`src/rtl/tetris_pkg.sv`:
```
// rtl/tetris_pkg.sv - shared piece constants, dispenser state type and bag helper
package tetris_pkg;

  localparam int PIECE_W = 3;

  localparam logic [PIECE_W-1:0] PIECE_NONE = 3'd0;
  localparam logic [PIECE_W-1:0] PIECE_I    = 3'd1;
  localparam logic [PIECE_W-1:0] PIECE_J    = 3'd2;
  localparam logic [PIECE_W-1:0] PIECE_L    = 3'd3;
  localparam logic [PIECE_W-1:0] PIECE_O    = 3'd4;
  localparam logic [PIECE_W-1:0] PIECE_S    = 3'd5;
  localparam logic [PIECE_W-1:0] PIECE_T    = 3'd6;
  localparam logic [PIECE_W-1:0] PIECE_Z    = 3'd7;

  localparam logic [6:0] BAG_FULL_MASK = 7'h7F;

  typedef enum logic {
    ST_FILL = 1'b0,
    ST_FULL = 1'b1
  } disp_state_t;

  // One-hot bag bit for a piece ID; PIECE_NONE maps to no bit.
  function automatic logic [6:0] piece_bit(input logic [PIECE_W-1:0] id);
    if (id == PIECE_NONE) begin
      return 7'd0;
    end
    return 7'd1 << (id - 3'd1);
  endfunction

endpackage

```
`src/rtl/piece_queue.sv`:
```
// rtl/piece_queue.sv - shift-register FIFO holding the current and preview pieces
module piece_queue #(
  parameter  int DEPTH = 2,
  parameter  int W     = 3,
  localparam int CW    = $clog2(DEPTH + 1)
) (
  input  logic          clk,
  input  logic          rst,
  input  logic          push,
  input  logic          pop,
  input  logic [W-1:0]  din,
  output logic [W-1:0]  head,
  output logic [W-1:0]  entry1,
  output logic [CW-1:0] count
);

  logic [W-1:0]  q     [DEPTH];
  logic [W-1:0]  q_nxt [DEPTH];
  logic [CW-1:0] count_mid;
  logic [CW-1:0] count_nxt;

  // Shift first, then append at the post-shift tail; vacated slots go to zero.
  always_comb begin
    count_mid = count;
    for (int i = 0; i < DEPTH; i++) begin
      q_nxt[i] = q[i];
    end
    if (pop) begin
      for (int i = 0; i < DEPTH - 1; i++) begin
        q_nxt[i] = q[i + 1];
      end
      q_nxt[DEPTH - 1] = '0;
      count_mid = count - CW'(1);
    end
    count_nxt = count_mid;
    if (push) begin
      for (int i = 0; i < DEPTH; i++) begin
        if (CW'(i) == count_mid) begin
          q_nxt[i] = din;
        end
      end
      count_nxt = count_mid + CW'(1);
    end
  end

  // Queue storage and occupancy register.
  always_ff @(posedge clk or posedge rst) begin
    if (rst) begin
      for (int i = 0; i < DEPTH; i++) begin
        q[i] <= '0;
      end
      count <= '0;
    end else begin
      for (int i = 0; i < DEPTH; i++) begin
        q[i] <= q_nxt[i];
      end
      count <= count_nxt;
    end
  end

  assign head   = (count != '0)      ? q[0] : '0;
  assign entry1 = (count >= CW'(2))  ? q[1] : '0;

endmodule

```
`src/rtl/piece_dispenser.sv`:
```
// rtl/piece_dispenser.sv - filters randomizer IDs through a 7-bag and serves them to the game FSM
module piece_dispenser
  import tetris_pkg::*;
#(
  parameter int QUEUE_DEPTH = 2,
  parameter int BAG_MODE    = 1
) (
  input  logic               clk,
  input  logic               rst,
  input  logic [PIECE_W-1:0] random_in,
  input  logic               req,
  output logic [PIECE_W-1:0] piece,
  output logic               piece_valid,
  output logic [PIECE_W-1:0] next_piece,
  output logic               next_valid,
  output logic [2:0]         bag_count
);

  localparam int CW = $clog2(QUEUE_DEPTH + 1);

  disp_state_t   state;
  logic [6:0]    used_mask;
  logic [6:0]    id_bit;
  logic [CW-1:0] count;
  logic [CW-1:0] count_nxt;
  logic          pop;
  logic          legal;
  logic          fresh;
  logic          accept;

  assign pop    = req && piece_valid;
  assign id_bit = piece_bit(random_in);
  assign legal  = (random_in != PIECE_NONE);
  assign fresh  = (BAG_MODE == 0) || ((used_mask & id_bit) == 7'd0);
  // A full queue can still take a piece when the head leaves on the same edge.
  assign accept = legal && fresh && ((state == ST_FILL) || pop);

  assign count_nxt = count - CW'(pop) + CW'(accept);

  piece_queue #(
    .DEPTH (QUEUE_DEPTH),
    .W     (PIECE_W)
  ) u_queue (
    .clk    (clk),
    .rst    (rst),
    .push   (accept),
    .pop    (pop),
    .din    (random_in),
    .head   (piece),
    .entry1 (next_piece),
    .count  (count)
  );

  assign piece_valid = (count != '0);
  assign next_valid  = (count >= CW'(2));

  // Fill/full state tracks the occupancy the queue will hold after this edge.
  always_ff @(posedge clk or posedge rst) begin
    if (rst) begin
      state <= ST_FILL;
    end else begin
      state <= (count_nxt == CW'(QUEUE_DEPTH)) ? ST_FULL : ST_FILL;
    end
  end

  // Bag bookkeeping: mark drawn IDs and start a fresh bag when the seventh lands.
  always_ff @(posedge clk or posedge rst) begin
    if (rst) begin
      used_mask <= 7'd0;
      bag_count <= 3'd0;
    end else if ((BAG_MODE != 0) && accept) begin
      if ((used_mask | id_bit) == BAG_FULL_MASK) begin
        used_mask <= 7'd0;
        bag_count <= 3'd0;
      end else begin
        used_mask <= used_mask | id_bit;
        bag_count <= bag_count + 3'd1;
      end
    end
  end

endmodule
```
`config.mk`:
```
export PLATFORM = sky130hd
export DESIGN_NAME = piece_dispenser
export DESIGN_NICKNAME = d
export VERILOG_FILES = /design/src/rtl/tetris_pkg.sv /design/src/rtl/piece_queue.sv /design/src/rtl/piece_dispenser.sv
export SDC_FILE = /design/constraint.sdc
export NUM_CORES = 1
export LEC_CHECK = 0
export ABC_CLOCK_PERIOD_IN_PS = 4600
export CAP_MARGIN = 25
export CORE_MARGIN = 1
export CORE_UTILIZATION = 57
export CTS_CLUSTER_DIAMETER = 30
export DETAILED_ROUTE_END_ITERATION = 10
export PLACE_DENSITY_LB_ADDON = 0.05
export SLEW_MARGIN = 20
export SYNTH_ARGS = -nofsm -noshare
export SYNTH_HDL_FRONTEND = slang
export SYNTH_SLANG_ARGS = --single-unit
```
`constraint.sdc`:
```
create_clock -name clk -period 4.6 [get_ports clk]
set_input_delay 0.69 -clock clk [delete_from_list [all_inputs] [get_ports clk]]
set_output_delay 0.69 -clock clk [all_outputs]
set_load 0.02 [all_outputs]
```
; ---- Word-level counts from Yosys, hierarchy flattened
; Cells that the tools add are included.
; Widths: inputs -> output; s select.
[classes]
multipliers = 0
shifts = 1
bitwise = 3
reduce_logical = 9
mux = 14
div_mod_pow = 0
n_eq_ne = 3
n_lt_le_gt_ge = 1
n_addsub = 6
[op_table]
columns = operator, n
row1 = $mux 7, 3
row2 = $mux 3, 5
row3 = $mux 6, 2
row4 = $and 7x7->7, 1
row5 = $eq 7x7->1 const B, 1
row6 = $logic_not 7->1, 1
row7 = $or 7x7->7, 1
row8 = $shl 1x3->7 const A, 1
row9 = $mux 2, 2
row10 = $add 3x1->3 const B, 1
row11 = $logic_and 1x1->1, 3
row12 = $logic_not 3->1, 1
row13 = $reduce_bool 3->1, 1
row14 = $sub 3x1->3 const B, 1
row15 = $add 2x1->2, 1
row16 = $add 2x1->2 const B, 1
row17 = $eq 1x2->1 const A, 1
row18 = $eq 2x2->1 const B, 1
row19 = $ge 2x2->1 const B, 1
row20 = $logic_not 2->1, 1
row21 = $mux 1, 2
row22 = $reduce_bool 2->1, 1
row23 = $sub 2x1->2, 1
row24 = $sub 2x1->2 const B, 1
row25 = 2 further kinds, 2
[totals]
memories = 0
mem_bits_ro = 0
out_inout_bits = 11
wordCells = 43
ramBits = 0
latch_bits = 0
inputBits = 6
reg_bits = 19

; ---- Logic depth before layout (Yosys ltp)
; Gate-level depths: netlist of run 1.
[logic_depth]
ltp_word = 10
ltp_mapped = 12

; ---- Modules after synthesis
; From an unflattened synthesis of run 1, not the netlist that was laid out.
[hier_totals]
cells_unflattened = 121
hier_area_um2 = 1216.2
[modules_own_cells]
columns = mod, n_inst, cells_each, area_each_um2
row1 = piece_dispenser, 1, 74, 708.2
row2 = piece_queue, 1, 47, 508.0

; ---- Worst setup path before layout of run 1
; No wires, ideal clock.
[synth_timing]
path_type = input -> register
startpoint = in random_in[0]
endpoint = reg state
slack_ps = 2305
setup_ps = 119
path_buffers = 3
path_stages = 10
arrival_ps = 2177
cell_sequence = clkbuf_1 > nor2_1 > a222oi_1 > and3_1 > buf_6 > buf_6 > ha_1 > xor2_1 > xnor2_1 > nor2_1
[synth_between]
elab_chain_cells = 10
[synth_rtl]
columns = item, line
row1 = from (decl), piece_dispenser.sv:10  ; input logic [PIECE_W-1:0] random_in,
row2 = $sub 3x1->3 or $logic_not 3->1 (tied branches), "tetris_pkg.sv:27, tetris_pkg.sv:24"
row3 = $shl 1x3->7 or $mux 1 (tied branches), "tetris_pkg.sv:27, tetris_pkg.sv:24"
row4 = $mux 7, tetris_pkg.sv:27  ; return 7'd1 << (id - 3'd1);
row5 = $and 7x7->7, piece_dispenser.sv:34  ; assign fresh = (BAG_MODE == 0) || ((used_mask & id_bit) == 7'd0);
row6 = $logic_not 7->1, piece_dispenser.sv:34
row7 = $logic_and 1x1->1 * (2 in a row), piece_dispenser.sv:36  ; assign accept = legal && fresh && ((state == ST_FILL) || pop);
row8 = $add 2x1->2 *, piece_dispenser.sv:38  ; assign count_nxt = count - CW'(pop) + CW'(accept);
row9 = $eq 2x2->1 *, piece_dispenser.sv:62  ; state <= (count_nxt == CW'(QUEUE_DEPTH)) ? ST_FULL : ST_FILL;
row10 = $mux 1 *, piece_dispenser.sv:62
row11 = to (signal assigned), piece_dispenser.sv:62
row12 = to (decl), piece_dispenser.sv:21  ; disp_state_t state;
; Mark *: on every way between the ends. The rest lies on a longest branch, timed or not.
; A chain may end at the register's enable or synchronous reset.

; ---- Worst setup path after layout of run 1
[layout_timing]
startpoint = in random_in[1]
endpoint = reg state
; Same word-level chain as after synthesis.

==> results.py, run 1 <==
metrics = {
    "timing": {
        "rsz0062_at_grt": "no",
        "hold_viol_final": 0,
        "setup_viol": 0,
        "max_clock_freq_ghz": 0.317,
        "max-slew-margin-rel_pct": 54.6,
        "finalCriticalPeriod_ps": 3160,
        "worstMarginPinSlew_ps": 681,
        "skew_ps": 5.32,
        "slew_violations": 0,
        "period_share_pct": 68.6,
        "setup_tns_ps": 0,
    },
    "worst_hold_path": {
        "hold_path.startpoint": "bag_count[0]",
        "hold_class": "flip-flop to flip-flop",
        "holdPathStages": 1,
        "min_to": "bag_count[0]",
    },
    "logic_synthesis": {
        "syn_inst": 119,
        "ys_seq_elements": 19,
        "avgSynthCellArea_sq_um": 9.91,
        "ys_warn_count": 0,
        "synth.cell_area_sq_um": 1180,
        "synth_fp_nets": 132,
        "yosysSeqAreaShare_pct": 40.3,
        "yosysUniqueCellTypes": 34,
    },
    "clock_network": {
        "cts_buffers": 3,
        "post_cts_buffers": 0,
        "cts_tree": "built",
        "cts_resized": 0,
        "cts-htree-levels": 1,
        "clk_pin_slew_ps": 100,
        "cts_root_buf": "clkbuf_4",
        "cts.sinks": 19,
        "cts_buffer_depth": 2,
        "clock_latency_ps": 290,
        "ctsHoldBuffers": 0,
    },
    "worst_setup_path": {
        "endpoint_kind": "flip-flop",
        "crit_path_start_kind": "input port",
        "crit_fanout": 18,
        "worstReg2RegStart": "u_queue.count[1]",
        "critical-path-top-delay-family": "buffers and inverters",
        "critPathKind": "input port to flip-flop",
        "startpoint": "random_in[1]",
        "slowest_stage": "clkdlybuf4s50_1",
        "crit_required_ps": 4800,
        "cp_cell_sequence": "clkdlybuf4s50_1 -> mux2_1 -> a222oi_1 -> and3_1 -> ha_1 -> xor2_1 -> xnor2_1 -> nor2_1",
        "slowest_delay_ps": 780,
        "crit_arrival_ps": 3350,
        "rr_endpoint": "state",
        "rrSetupSlack_ps": 1930,
        "reg2regPathDepth": 9,
        "crit_buf_inv": 1,
    },
    "die": {
        "dieArea_sq_um": 2260,
        "boundaryPins": 17,
        "core_area_sq_um": 1960,
        "dieWidth_um": 47.5,
        "die_h_um": 47.5,
        "num_rows": 16,
        "start_util_pct": 60.1,
    },
    "route": {
        "drtIter0Drc": 24,
        "drc": 0,
        "firstDrtPassIters": 4,
        "post_drt_via_cell_ratio": 5.63,
        "antenna_left": 0,
        "wire_per_inst_um": 13.3,
        "vias": 901,
        "finalWirelength_mm": 2.14,
    },
    "final_layout": {
        "nNetsFinal": 147,
        "drive_gt1_share_pct": 5.26,
        "postLayoutCoreUtil_pct": 68.9,
        "final_cells": 160,
        "fill_cells": 182,
        "multi_input_area_sq_um": 612,
        "synthToLayoutAreaGrowth_pct": 14.6,
        "seqCellArea_sq_um": 475,
        "insertedDiodeCount": 0,
    },
    "global_routing": {
        "grt_pass1_vias": 785,
        "grt_usage_pct": 21.8,
        "grt_pass1_wl_mm": 3.38,
        "grt_max_degree": 20,
        "antenna_found_initial": 0,
        "grt-ovfl-total": 0,
    },
    "run_status": {
        "outcome": "finished, final reports clean",
    },
    "power_and_ir_drop": {
        "leakagePower_uw": 0.000659,
        "p_total_uw": 926,
        "p_sw_uw": 391,
        "power_density_nw_per_um2": 684,
        "combPwrFrac_pct": 57.4,
        "vdd_drop_max_mv": 0.412,
        "p_int_uw": 535,
        "pwr-share-seq_pct": 33.8,
        "switching_share_pct": 42.3,
        "clkPwrFrac_pct": 8.8,
    },
    "flow_run": {
        "maxCapViolCount": 0,
    },
    "placement": {
        "port_buffers": 16,
        "dp_hpwl_mm": 1.60,
        "dp_cells": 156,
        "gp_congestion": 0.856,
    },
}
==> flip-flops by register name, indices dropped and copies added (netlist names) <==
signal         cells
u_queue.count      2
u_queue.q          6
state              1
bag_count          3
used_mask          7
==> cells by family after synthesis <==
group                      Yosys count  synth area share [%]
DFF                                 19                  40.3
muxes                               13                  11.2
adders and majority gates            7                  7.42
buffers and inverters               18                  7.85
and+or+nand+nor                     40                  19.4
xor gates and xnor gates             2                  1.48
AOI/OAI and AO/OA                   20                  12.3
==> power groups by stage <==
stage / clock network (uW) / registers (uW) / logic [uW]
final: 81.6 / 313 / 532
after global routing: 91.3 / 321 / 595
after CTS: 84.9 / 311 / 536
after detailed placement: 0 / 314 / 532
after global placement: 0 / 309 / 510
after floorplan: 0 / 313 / 386
==> placed cells by master, fill, tap and decap left out, types with 2 or more instances in the layout <==
cell / n
dfrtp_1: 19
mux2i_1: 11
clkbuf_4: 3
nor4bb_1: 2
nand3_1: 2
a31oi_1: 7
clkdlybuf4s50_1: 16
nor2b_1: 9
inv_1: 12
and3_1: 2
ha_1: 7
nor2_1: 12
nand2_1: 7
o21ai_0: 3
nand2b_1: 2
==> Yosys cell counts <==
| cell type | instances | share of area (%) |
|---|---|---|
| nor2_1 | 12 | 3.8 |
| a41oi_1 | 1 | 0.74 |
| buf_2 | 2 | 0.85 |
| nand3_1 | 2 | 0.85 |
| a31oi_1 | 7 | 3.7 |
| dfrtp_1 | 19 | 40 |
| inv_1 | 12 | 3.8 |
| mux2i_1 | 11 | 9.3 |
| nor4bb_1 | 2 | 1.7 |
| and2b_1 | 1 | 0.64 |
| nor3b_4 | 1 | 1.6 |
| a22o_1 | 1 | 0.74 |
| nor2b_1 | 9 | 4.8 |
| a31oi_2 | 1 | 1.1 |
| nand2b_4 | 1 | 1.2 |
| o21ai_0 | 3 | 1.3 |
| nand2b_1 | 2 | 1.1 |
| and2_1 | 1 | 0.53 |
| mux2_2 | 1 | 0.95 |
| clkbuf_1 | 1 | 0.32 |
| and3_1 | 2 | 1.1 |
| buf_6 | 3 | 2.9 |
| xor2_1 | 1 | 0.74 |
| o2111ai_1 | 1 | 0.74 |
| ha_1 | 7 | 7.4 |
| a21oi_1 | 1 | 0.42 |
| nand2_1 | 7 | 2.2 |
| o311ai_1 | 1 | 0.74 |
| a32o_1 | 1 | 0.85 |
| a222oi_1 | 1 | 0.85 |
| xnor2_1 | 1 | 0.74 |
| o22ai_1 | 1 | 0.53 |
| mux2_1 | 1 | 0.95 |
| a21o_1 | 1 | 0.64 |
==> routing by layer <==
layer | track usage (%) | vias to the layer above | wire length [um]
met5 | 0 | - | 0
met4 | 8.57 | 0 | 37
met3 | 3.40 | 6 | 64
met2 | 36.7 | 23 | 1130
met1 | 28.0 | 433 | 905
li1 | - | 439 | -
==> worst max path at each step <==
| stage | end | slack [ps] | depth (start not counted) |
|---|---|---|---|
| 6_report | state | 1440 | 8 |
| 5_1_grt | state | 1260 | 8 |
| 4_1_cts | state | 1480 | 8 |
| 3_5_place_dp | state | 1190 | 8 |
| 3_3_place_gp | state | 1290 | 8 |
| 2_1_floorplan | state | 2300 | 10 |
==> worst reg2reg max path: cells and delay by family, from the launching register on <==
| kind | cells | cell delay (ps) |
|---|---|---|
| buf+inv | 1 | 60 |
| fa+ha+maj | 2 | 530 |
| xor+xnor | 2 | 330 |
| compound gates | 1 | 330 |
| flops | 1 | 440 |
| simple gates | 3 | 880 |
==> layout make-up <==
type | count | area share (%)
Sequential cell | 19 | 35.2
Inverter | 12 | 3.33
Multi-Input combinational cell | 82 | 45.2
Clock buffer | 4 | 1.94
Tap cell | 27 | 2.50
Timing Repair Buffer | 16 | 11.8
==> per-stage QoR <==
step | area, sq um | setup slack (ps) | hold WS (ps)
finish | 1350 | 1440 | 525
global route | 1350 | 1260 | 541
CTS | 1350 | 1480 | 529
detailed placement | 1330 | 1190 | 514
global placement | 1330 | 1290 | 505
floorplan | 1180 | 2300 | 469
(Power assumes the default switching activity.)
==> run 2, diff against run 1 <==
--- a/config.mk
+++ b/config.mk
@@ -5,10 +5,10 @@
 export SDC_FILE = /design/constraint.sdc
 export NUM_CORES = 1
 export LEC_CHECK = 0
-export ABC_CLOCK_PERIOD_IN_PS = 4600
+export ABC_CLOCK_PERIOD_IN_PS = 3050
 export CAP_MARGIN = 25
 export CORE_MARGIN = 1
-export CORE_UTILIZATION = 57
+export CORE_UTILIZATION = 53
 export CTS_CLUSTER_DIAMETER = 30
 export DETAILED_ROUTE_END_ITERATION = 10
 export PLACE_DENSITY_LB_ADDON = 0.05
==> constraint.sdc (replaced) <==
create_clock -name clk -period 3.05 [get_ports clk]
set_input_delay 0.4575 -clock clk [delete_from_list [all_inputs] [get_ports clk]]
set_output_delay 0.4575 -clock clk [all_outputs]
set_load 0.02 [all_outputs]
==> run 2 against run 1 <==
Effect of this change: setup slack lost 680 ps; sequential share of layout area shrank 0.42 points; critical path type is now flip-flop to primary output; first-iteration DRC count grew 120%; design area grew 1.2%; largest power group unchanged; count of clock-buffer cells in the layout shrank 1; largest cell class unchanged; register-to-register slack lost 1200 ps.
==> results.py, run 2 (same netlist as run 1, synthesis figures left out) <==
metrics = {
    "timing": {
        "worstMarginPinSlew_ps": 689,
        "skew_ps": 5.24,
        "setup_tns_ps": 0,
        "max-slew-margin-rel_pct": 54.0,
        "rsz0062_at_grt": "no",
        "slew_violations": 0,
        "finalCriticalPeriod_ps": 2290,
        "setup_viol": 0,
        "period_share_pct": 75.1,
        "hold_viol_final": 0,
        "max_clock_freq_ghz": 0.436,
    },
    "global_routing": {
        "grt_max_degree": 20,
        "grt-ovfl-total": 0,
        "grt_pass1_vias": 895,
        "antenna_found_initial": 0,
        "grt.met2_usage_pct": 37.0,
        "grt_use_met3_pct": 3.74,
        "gr-max-usage-layer": "met2",
        "grt_usage_pct": 21.2,
        "grt_pass1_wl_mm": 3.92,
        "grt_use_met1_pct": 27.3,
    },
    "placement": {
        "gp_congestion": 0.787,
        "port_buffers": 16,
        "dp_hpwl_mm": 1.68,
        "placed_cell_area_sq_um": 1340,
    },
    "route": {
        "drtIter0Drc": 53,
        "antenna_left": 0,
        "firstDrtPassIters": 4,
        "wire_per_inst_um": 13.3,
        "drc": 0,
        "finalWirelength_mm": 2.15,
        "vias": 898,
        "post_drt_via_cell_ratio": 5.54,
    },
    "worst_setup_path": {
        "crit_arrival_ps": 1830,
        "rrSetupSlack_ps": 780,
        "endpoint_kind": "primary output",
        "crit_required_ps": 2590,
        "crit_path_start_kind": "flip-flop",
        "critPathKind": "flip-flop to primary output",
        "crit_fanout": 5,
    },
    "clock_network": {
        "clock_latency_ps": 300,
        "post_cts_buffers": 0,
        "cts_buffers": 3,
        "cts_tree": "built",
        "cts_root_buf": "clkbuf_4",
        "clk_pin_slew_ps": 110,
        "cts_buffer_depth": 2,
        "cts-htree-levels": 1,
        "ctsHoldBuffers": 0,
        "cts.sinks": 19,
        "cts_resized": 0,
    },
    "worst_hold_path": {
        "hold_class": "flip-flop to flip-flop",
    },
    "final_layout": {
        "drive_gt1_share_pct": 7.41,
        "top_register": "used_mask",
        "final_common_cell": "dfrtp_1",
        "reg.largest.list": "used_mask: 7 flops, u_queue.q: 6 flops, bag_count: 3 flops",
        "insertedDiodeCount": 0,
        "final_cell_mix": "dfrtp_1 (19), clkdlybuf4s50_1 (16), nor2_1 (12), inv_1 (12), mux2i_1 (11)",
        "nNetsFinal": 149,
        "final_area_sq_um": 1370,
        "synthToLayoutAreaGrowth_pct": 16.0,
        "largest_register_ffs": 7,
    },
    "power_and_ir_drop": {
        "vdd_drop_max_mv": 0.661,
        "power_density_nw_per_um2": 1030,
        "leakagePower_uw": 0.000672,
    },
    "die": {
        "core_area_sq_um": 2020,
        "dieArea_sq_um": 2420,
        "dieWidth_um": 49.2,
        "num_rows": 16,
        "start_util_pct": 58.4,
        "die_h_um": 49.2,
        "boundaryPins": 17,
    },
    "run_status": {
        "outcome": "finished, final reports clean",
    },
    "flow_run": {
        "maxCapViolCount": 0,
    },
}
## run 2: changes by cell type in the layout (fill, tap and decap cells not counted), sizes merged
cell / change
buf: +2
clkbuf: -1
clkinv: +1
## run 2: power breakdown
part	total [uW]	leakage (uW)	internal [uW]	switching, uW
clock	124	0.0000177	48.9	75.3
sequential	467	0.000227	375	92.4
combinational	818	0.000427	388	430
## run 2: layout make-up
cell class / count / area [sq um]
inverters: 12 / 45.0
flip-flops and latches: 19 / 475
multi-input cells: 82 / 612
well taps: 27 / 33.8
repair buffers: 18 / 175
clock buffers: 3 / 22.5
fillers: 174 / 653
clock inverters: 1 / 5.00
## run 2: final timing paths
check                            startpoint            to  depth (start not counted)
max                        u_queue.count[1]      piece[1]                          4
min in group asynchronous               rst  used_mask[1]                          2
min                            bag_count[0]  bag_count[0]                          1
max in group asynchronous               rst  u_queue.q[3]                          2
min reg2reg                    bag_count[0]  bag_count[0]                          1
max reg2reg                u_queue.count[1]  used_mask[1]                          8
## run 2: routing by layer
| metal | part of all wire, % | wire length, um |
|---|---|---|
| met5 | 0 | 0 |
| met2 | 53 | 1130 |
| met1 | 42 | 901 |
| met3 | 4.3 | 93 |
| met4 | 0.98 | 21 |
## run 2: metrics by stage
stage               hold slack, ps  instances  util (%)  worst slack (ps)  total power (uW)
finish                         532        162      67.7               758              1410
global route                   560        162      67.7               600              1540
CTS                            536        162      67.7               733              1420
detailed placement             522        158      66.3               521              1290
global placement               508        158      66.3               561              1260
floorplan                      409        119         -               791              1050
## run 2: critical path: stages, from the launching register on
cell             delay (ps)
dfrtp_1                 440
inv_1                    70
ha_1                    230
and2b_1                 210
clkdlybuf4s50_1         590
==> run 3, diff against run 2 <==
--- a/config.mk
+++ b/config.mk
@@ -5,7 +5,7 @@
 export SDC_FILE = /design/constraint.sdc
 export NUM_CORES = 1
 export LEC_CHECK = 0
-export ABC_CLOCK_PERIOD_IN_PS = 3050
+export ABC_CLOCK_PERIOD_IN_PS = 2300
 export CAP_MARGIN = 25
 export CORE_MARGIN = 1
 export CORE_UTILIZATION = 53
==> constraint.sdc (replaced) <==
create_clock -name clk -period 2.3 [get_ports clk]
set_input_delay 0.345 -clock clk [delete_from_list [all_inputs] [get_ports clk]]
set_output_delay 0.345 -clock clk [all_outputs]
set_load 0.02 [all_outputs]
==> run 3 against run 2 <==
Effect of this change: clock skew fell by 3.3 ps; sequential share of layout area fell by 1.7 points; sequential cell count did not move; critical endpoint is now next_piece[0].
==> results.py, run 3 (same netlist as run 1, synthesis figures left out) <==
metrics = {
    "final_layout": {
        "reg.largest.list": "used_mask: 7 flops, u_queue.q: 6 flops, bag_count: 3 flops",
        "insertedDiodeCount": 0,
        "postLayoutCoreUtil_pct": 71.1,
        "final_cells": 171,
        "synthToLayoutAreaGrowth_pct": 21.8,
        "nNetsFinal": 158,
        "top_register": "used_mask",
        "largest_register_ffs": 7,
        "final_cell_mix": "dfrtp_1 (19), clkdlybuf4s50_1 (16), nor2_1 (12), inv_1 (12)",
        "drive_gt1_share_pct": 13.2,
        "final_common_cell": "dfrtp_1",
    },
    "timing": {
        "slew_violations": 0,
        "hold_viol_final": 0,
        "finalCriticalPeriod_ps": 2170,
        "period_share_pct": 94.5,
        "skew_ps": 1.89,
        "worstMarginPinSlew_ps": 708,
        "rsz0062_at_grt": "yes",
        "max-slew-margin-rel_pct": 52.8,
        "setup_slack_ps": 127,
        "max_clock_freq_ghz": 0.460,
        "setup_viol": 0,
    },
    "clock_network": {
        "clk_pin_slew_ps": 110,
        "clock_latency_ps": 310,
        "cts.sinks": 19,
        "cts_tree": "built",
        "cts_buffers": 3,
        "cts_buffer_depth": 2,
        "cts_root_buf": "clkbuf_4",
        "cts-htree-levels": 1,
    },
    "flow_run": {
        "maxCapViolCount": 0,
    },
    "route": {
        "drtIter0Drc": 33,
        "firstDrtPassIters": 4,
        "wire_per_inst_um": 14.2,
        "drc": 0,
        "vias": 984,
        "finalWirelength_mm": 2.43,
        "antenna_left": 0,
        "post_drt_via_cell_ratio": 5.75,
    },
    "placement": {
        "port_buffers": 16,
        "dp_cells": 167,
        "gp_congestion": 0.902,
        "dp_slack_ps": -19.7,
        "dp_hpwl_mm": 1.86,
    },
    "power_and_ir_drop": {
        "switching_share_pct": 42.5,
        "clkPwrFrac_pct": 9.2,
        "p_total_uw": 1920,
        "power_density_nw_per_um2": 1330,
        "p_sw_uw": 816,
        "p_int_uw": 1100,
        "combPwrFrac_pct": 57.8,
        "vdd_drop_max_mv": 0.739,
        "leakagePower_uw": 0.000711,
        "pwr-share-seq_pct": 33.0,
    },
    "global_routing": {
        "grt_use_met3_pct": 2.18,
        "grt_pass1_wl_mm": 4.16,
        "antenna_found_initial": 0,
        "grt-ovfl-total": 0,
        "grt_pass1_vias": 930,
        "grt_usage_pct": 23.1,
        "grt_use_met1_pct": 28.5,
        "grt_max_degree": 20,
        "grt.met2_usage_pct": 39.3,
        "gr-max-usage-layer": "met2",
    },
    "worst_setup_path": {
        "critPathKind": "flip-flop to primary output",
        "slowest_delay_ps": 540,
        "crit_fanout": 5,
        "slowest_stage": "clkdlybuf4s50_1",
        "endpoint_kind": "primary output",
        "crit_arrival_ps": 1830,
        "cp_cell_sequence": "ha_1 -> nor2_1 -> nor2b_1 -> clkdlybuf4s50_1",
        "crit_required_ps": 1960,
        "crit_path_start_kind": "flip-flop",
    },
    "die": {
        "core_area_sq_um": 2020,
        "boundaryPins": 17,
        "start_util_pct": 58.4,
        "dieArea_sq_um": 2420,
        "num_rows": 16,
        "die_h_um": 49.2,
        "dieWidth_um": 49.2,
    },
    "run_status": {
        "outcome": "finished, final reports clean",
    },
    "worst_hold_path": {
        "hold_class": "input port to asynchronous set/reset pin",
    },
}
==> run 3: changes by cell type in the layout (fill, tap and decap cells not counted), sizes merged <==
cell	before	now
buf	2	11
clkbuf	3	4
clkinv	1	0
==> run 3: metal layers <==
layer | vias up | wire, um | part of all wire [%]
met1 | 477 | 1040 | 43
met2 | 36 | 1230 | 51
met4 | 0 | 63 | 2.6
met3 | 7 | 98 | 4.0
met5 | - | 0 | 0
li1 | 464 | - | -
==> run 3: worst paths after layout <==
check | from | end | slack, ps | cells after the start
setup / recovery | u_queue.count[1] | next_piece[0] | 130 | 4
hold / removal | rst | bag_count[0] | 440 | 2
setup reg to reg | u_queue.count[1] | state | 200 | 11
hold reg to reg | bag_count[0] | bag_count[0] | 530 | 1
max in group asynchronous | rst | u_queue.q[2] | 1420 | 2
min in group clk | bag_count[0] | bag_count[0] | 530 | 1
==> run 3: area by class of cell <==
| cell class | instances | area (sq um) |
|---|---|---|
| tap | 27 | 33.8 |
| fill | 149 | 584 |
| inverter | 12 | 45.0 |
| clock buffer | 4 | 26.3 |
| timing repair buffer | 27 | 243 |
| multi-input combinational | 82 | 614 |
| sequential | 19 | 475 |
==> run 3: timing repair <==
item | in CTS | in global routing
buffers inserted | 0 | 0
setup endpoints to repair | 0 | 5
hold buffers | 0 | 0
resized for setup | 0 | 1
==> run 3: power groups by stage <==
stage	Clock (uW)	Combinational [uW]	Sequential [uW]
floorplan	0	772	627
global placement	0	1070	626
detailed placement	0	1110	636
CTS	178	1110	629
global route	190	1230	650
finish	177	1110	633
==> run 3: per-stage QoR <==
stage	setup TNS [ps]	hold WS [ps]	cell area, sq um
after floorplan	0	296	1180
after global routing	-13.0	516	1440
after detailed placement	-71.8	505	1410
after CTS	0	461	1440
after global placement	0	502	1410
final	0	437	1440
==> run 3: worst max-delay path, delay by kind of cell (launching register included) <==
| family | cells | cell delay, ps |
|---|---|---|
| buf+inv | 1 | 540 |
| flops | 1 | 450 |
| simple gates | 2 | 330 |
| fa+ha+maj | 1 | 200 |
